--- src/rtl/regf_sb.sv ---
// Multi-port integer register file with a per-register busy scoreboard.
// x0 is hardwired to zero; optional same-cycle write-to-read forwarding.
module regf_sb #(
    parameter int WIDTH  = 32,
    parameter int AW     = 4,
    parameter int NRD    = 2,
    parameter int NWR    = 2,
    parameter int BYPASS = 1
) (
    input  logic                    i_clk,
    input  logic                    i_rst,
    input  logic [NRD*AW-1:0]       i_raddr,
    output logic [NRD*WIDTH-1:0]    o_rdata,
    output logic [NRD-1:0]          o_rbusy,
    input  logic                    i_iss_en,
    input  logic [AW-1:0]           i_iss_addr,
    input  logic [NWR-1:0]          i_wen,
    input  logic [NWR*AW-1:0]       i_waddr,
    input  logic [NWR*WIDTH-1:0]    i_wdata,
    output logic [(2**AW)-1:0]      o_busy_vec,
    output logic                    o_a0zero
`ifdef SIMULATION
    ,
    output logic [(2**AW)*WIDTH-1:0] o_flat_rf
`endif
);

    // x10 (a0) must exist, so AW must be at least 4.
    localparam int NREG = 2**AW;

    logic [WIDTH-1:0] rf [NREG];
    logic [NREG-1:0]  busy;
    logic [NREG-1:0]  busy_nxt;

    // Later write ports overwrite earlier ones, giving highest-index priority.
    always_ff @(posedge i_clk or posedge i_rst) begin
        if (i_rst) begin
            for (int r = 0; r < NREG; r++) begin
                rf[r] <= '0;
            end
        end else begin
            for (int j = 0; j < NWR; j++) begin
                if (i_wen[j] && (i_waddr[j*AW +: AW] != '0)) begin
                    rf[i_waddr[j*AW +: AW]] <= i_wdata[j*WIDTH +: WIDTH];
                end
            end
        end
    end

    // Issue is applied after writeback so a same-cycle set beats the clear.
    always_comb begin
        busy_nxt = busy;
        for (int j = 0; j < NWR; j++) begin
            if (i_wen[j]) begin
                busy_nxt[i_waddr[j*AW +: AW]] = 1'b0;
            end
        end
        if (i_iss_en) begin
            busy_nxt[i_iss_addr] = 1'b1;
        end
        busy_nxt[0] = 1'b0;
    end

    always_ff @(posedge i_clk or posedge i_rst) begin
        if (i_rst) begin
            busy <= '0;
        end else begin
            busy <= busy_nxt;
        end
    end

    always_comb begin
        logic [AW-1:0]    ra;
        logic [WIDTH-1:0] d;
        logic             hit;
        o_rdata = '0;
        o_rbusy = '0;
        for (int k = 0; k < NRD; k++) begin
            ra  = i_raddr[k*AW +: AW];
            d   = rf[ra];
            hit = 1'b0;
            if (BYPASS != 0) begin
                for (int j = 0; j < NWR; j++) begin
                    if (i_wen[j] && (i_waddr[j*AW +: AW] == ra)) begin
                        hit = 1'b1;
                        d   = i_wdata[j*WIDTH +: WIDTH];
                    end
                end
            end
            if (ra == '0) begin
                hit = 1'b0;
                d   = '0;
            end
            o_rdata[k*WIDTH +: WIDTH] = d;
            o_rbusy[k]                = busy[ra] & ~hit;
        end
    end

    assign o_busy_vec = busy;
    assign o_a0zero   = ~|rf[10];

`ifdef SIMULATION
    always_comb begin
        o_flat_rf = '0;
        for (int r = 0; r < NREG; r++) begin
            o_flat_rf[r*WIDTH +: WIDTH] = rf[r];
        end
    end
`endif

endmodule

--- config.mk ---
export PLATFORM = sky130hd
export DESIGN_NAME = regf_sb
export DESIGN_NICKNAME = d
export VERILOG_FILES = /design/src/rtl/regf_sb.sv
export SDC_FILE = /design/constraint.sdc
export NUM_CORES = 2
export LEC_CHECK = 0
export CAP_MARGIN = 20
export CORE_MARGIN = 2
export CORE_UTILIZATION = 30
export DETAILED_ROUTE_END_ITERATION = 10
export PLACE_DENSITY = 0.56
export SKIP_CTS_REPAIR_TIMING = 1
export SLEW_MARGIN = 25
export SYNTH_ARGS = -nofsm -noshare
export SYNTH_HDL_FRONTEND = slang
export SYNTH_SLANG_ARGS = --single-unit
--- constraint.sdc ---
create_clock -name i_clk -period 27.6 [get_ports i_clk]
set_clock_uncertainty 0.05 [all_clocks]
set_input_delay 5.52 -clock i_clk [delete_from_list [all_inputs] [get_ports i_clk]]
set_output_delay 5.52 -clock i_clk [all_outputs]
set_load 0.02 [all_outputs]
==> impl_metrics.json <==
{
  "grt_setup_unrepaired": "false",
  "place.gp.congestion": 0.843,
  "max_stage_delay_ns": 0.97,
  "holdPathEnd": "rf[505]",
  "cts_buffers": 58,
  "setup_viol": 0,
  "die_h_um": 342,
  "core_area_um2": 114000,
  "hold_violations": 0,
  "dr.pass1.iters": 8,
  "final_cell_mix": "nor2_1, a21oi_1, dfrtp_1",
  "async_reset_ff_frac": 1.00,
  "dp_slack_ns": 12.48,
  "synth-seq-area-share": 0.384,
  "fin_crit_ns": 15.39,
  "die_w_um": 342,
  "power_density_nw_per_um2": 69.7,
  "dieArea_um2": 117000,
  "synth-edff-count": 0,
  "start_util": 0.301,
  "holdCritPathClass": "reg -> reg",
  "cp_top_family": "buffers and inverters",
  "outcome": "complete, no violations",
  "syn_to_final_growth_pct": 12.1,
  "cp_max_fo": 33,
  "register_area_um2": 13200,
  "cts-htree-levels": 2,
  "p_leak_nw": 14.9,
  "yosysWarnings": 0,
  "crit_path_top_delay_cell": "a221oi_1",
  "cts.sinks": 527,
  "grt_max_degree": 109,
  "cts_tree": "yes",
  "grtUsageTotal": 0.237,
  "drive_gt1_frac": 0.118,
  "wl_per_cell_um": 27.9,
  "grt_first_pass_wirelength_um": 205000,
  "mostFrequentLayoutCell": "nor2_1",
  "via_per_inst": 5.79,
  "finalNetCount": 3595,
  "yosys_most_used_dff": "dfrtp_1",
  "max_cap_viol_count": 0,
  "min_from": "rf[505]",
  "syn_inst": 3663,
  "portBuffers": 170,
  "ir_worst_vdd_mv": 0.0520,
  "synthTopCellsByArea": "dfrtp_1, mux2i_1, mux4_2, a21oi_1, nor2_1",
  "synth_area_um2": 34300,
  "hpwl_um": 81100,
  "avgSynthCellArea_um2": 9.37,
  "cp.buffers_inverters": 4,
  "clock_tree.buffer_depth": 3,
  "antenna_found_initial": 26,
  "maxSlewViolCount": 0,
  "critPathCaptureType": "primary output",
  "clk_pin_slew_ns": 0.06,
  "pin_count": 172,
  "yosys.area.top_type": "dfrtp_1",
  "grt_pass1_vias": 27800,
  "drt-total-wl_um": 141000,
  "hold_depth": 0,
  "final.fill_count": 11500,
  "crit_path_cell_trace": "clkdlybuf4s50_1 -> xor2_1 -> nor3_2 -> nand3_2 -> buf_4 -> and2_2 -> buf_4 -> a221oi_1 -> clkdlybuf4s50_1",
  "r2r-start": "rf[177]",
  "multiInputGateArea_um2": 19100,
  "crit_arrival_ns": 9.82,
  "worstSetupStartpointType": "input pin",
  "holdWs_ns": 0.351,
  "final_antenna_net_count": 0,
  "maxSlewHeadroom": 0.256,
  "grt_overflow": 0,
  "worst-endpoint-required_ns": 22.03,
  "yosys_register_bits": 527,
  "fin_ws_ns": 12.21,
  "r2r-end": "rf[177]",
  "finalCritPeriodShare": 0.557,
  "setup_tns_ns": 0,
  "syn_nets": 3752,
  "synth_top_area_share": 0.384,
  "r2r_cells": 2,
  "yosysUniqueCellTypes": 45,
  "rows": 124,
  "critPathKind": "in -> out",
  "drc": 0,
  "worst_slew_pin_slew_ns": 1.12,
  "fmax_mhz": 65.0,
  "rrSetupSlack_ns": 26.65,
  "vias": 29300,
  "clk_latency_ns": 0.66,
  "drt-initial-drc-count": 3956,
  "cts_root_buf": "clkbuf_16"
}
state kept, by name, indices dropped and copies added (netlist names):
signal and cells:
rf 512, o_busy_vec 15
synthesized netlist by cell type, types with 17 or more instances:
master and count:
a21oi_1 576, a221oi_1 52, buf_1 53, buf_2 71
buf_4 40, buf_6 26, clkbuf_1 237, clkbuf_2 17
dfrtp_1 527, inv_1 33, mux2i_1 513, mux4_2 199
nand2_1 230, nand3_1 70, nor2_1 624, nor2b_1 40
nor3_1 64, o21ai_0 184, o21ai_1 19
metrics by stage:
step / instances / instance area, um^2 / utilization / power, mW
after CTS: 5061 / 38400 / 0.337 / 2.68
after global routing: 5064 / 38500 / 0.338 / 2.80
after floorplan: 3663 / 34300 / - / 1.61
after global placement: 4955 / 36500 / 0.320 / 1.86
after detailed placement: 4957 / 36500 / 0.320 / 1.88
final: 5067 / 38500 / 0.338 / 2.68
worst register-to-register path, delay by kind of cell, from the launching register on:
kind / cells / cell delay, ns
multiplexers: 1 / 0.17
AO/OA/AOI/OAI: 1 / 0.09
flip-flops: 1 / 0.49
worst max path at each step:
stage	depth (start not counted)	to	from
after detailed placement	9	o_rdata[33]	i_waddr[5]
after CTS	9	o_rdata[33]	i_waddr[5]
after global placement	9	o_rdata[47]	i_waddr[5]
final	9	o_rdata[47]	i_waddr[5]
after floorplan	1	o_busy_vec[10]	i_rst
after global routing	9	o_rdata[47]	i_waddr[5]
report_power, final:
| group | switching [mW] | leakage [nW] | internal, mW | total [mW] |
|---|---|---|---|---|
| sequential | 0.167 | 6.30 | 0.956 | 1.12 |
| clock | 0.348 | 0.952 | 0.455 | 0.803 |
| combinational | 0.381 | 7.64 | 0.373 | 0.753 |
cell families (layout without fill, tap and decap cells):
kind of cell           count (synthesis)  count (layout)  synth area share
AO/OA/AOI/OAI                        853             853             0.135
XOR/XNOR                              16              16           0.00408
flip-flops                           527             527             0.384
other                                  1               6          0.000109
AND/OR/NAND/NOR                     1073            1073             0.130
multiplexers                         714             714             0.281
buffers and inverters                479             366            0.0659
cell type report:
class / count / area share
Antenna cell: 5 / 0.000325
Clock buffer: 89 / 0.0468
Clock inverter: 15 / 0.00276
Tap cell: 1512 / 0.0492
Sequential cell: 527 / 0.343
Inverter: 33 / 0.00341
Timing Repair Buffer: 229 / 0.0572
Multi-Input combinational cell: 2657 / 0.497
metal layers:
layer	part of all wire	global-route usage	vias up
li1	-	-	12700
met1	0.42	0.332	14600
met5	0.0013	0	-
met2	0.43	0.349	1747
met3	0.11	0.0638	336
met4	0.037	0.0850	32
No activity file was read; power rests on OpenSTA's default activity.
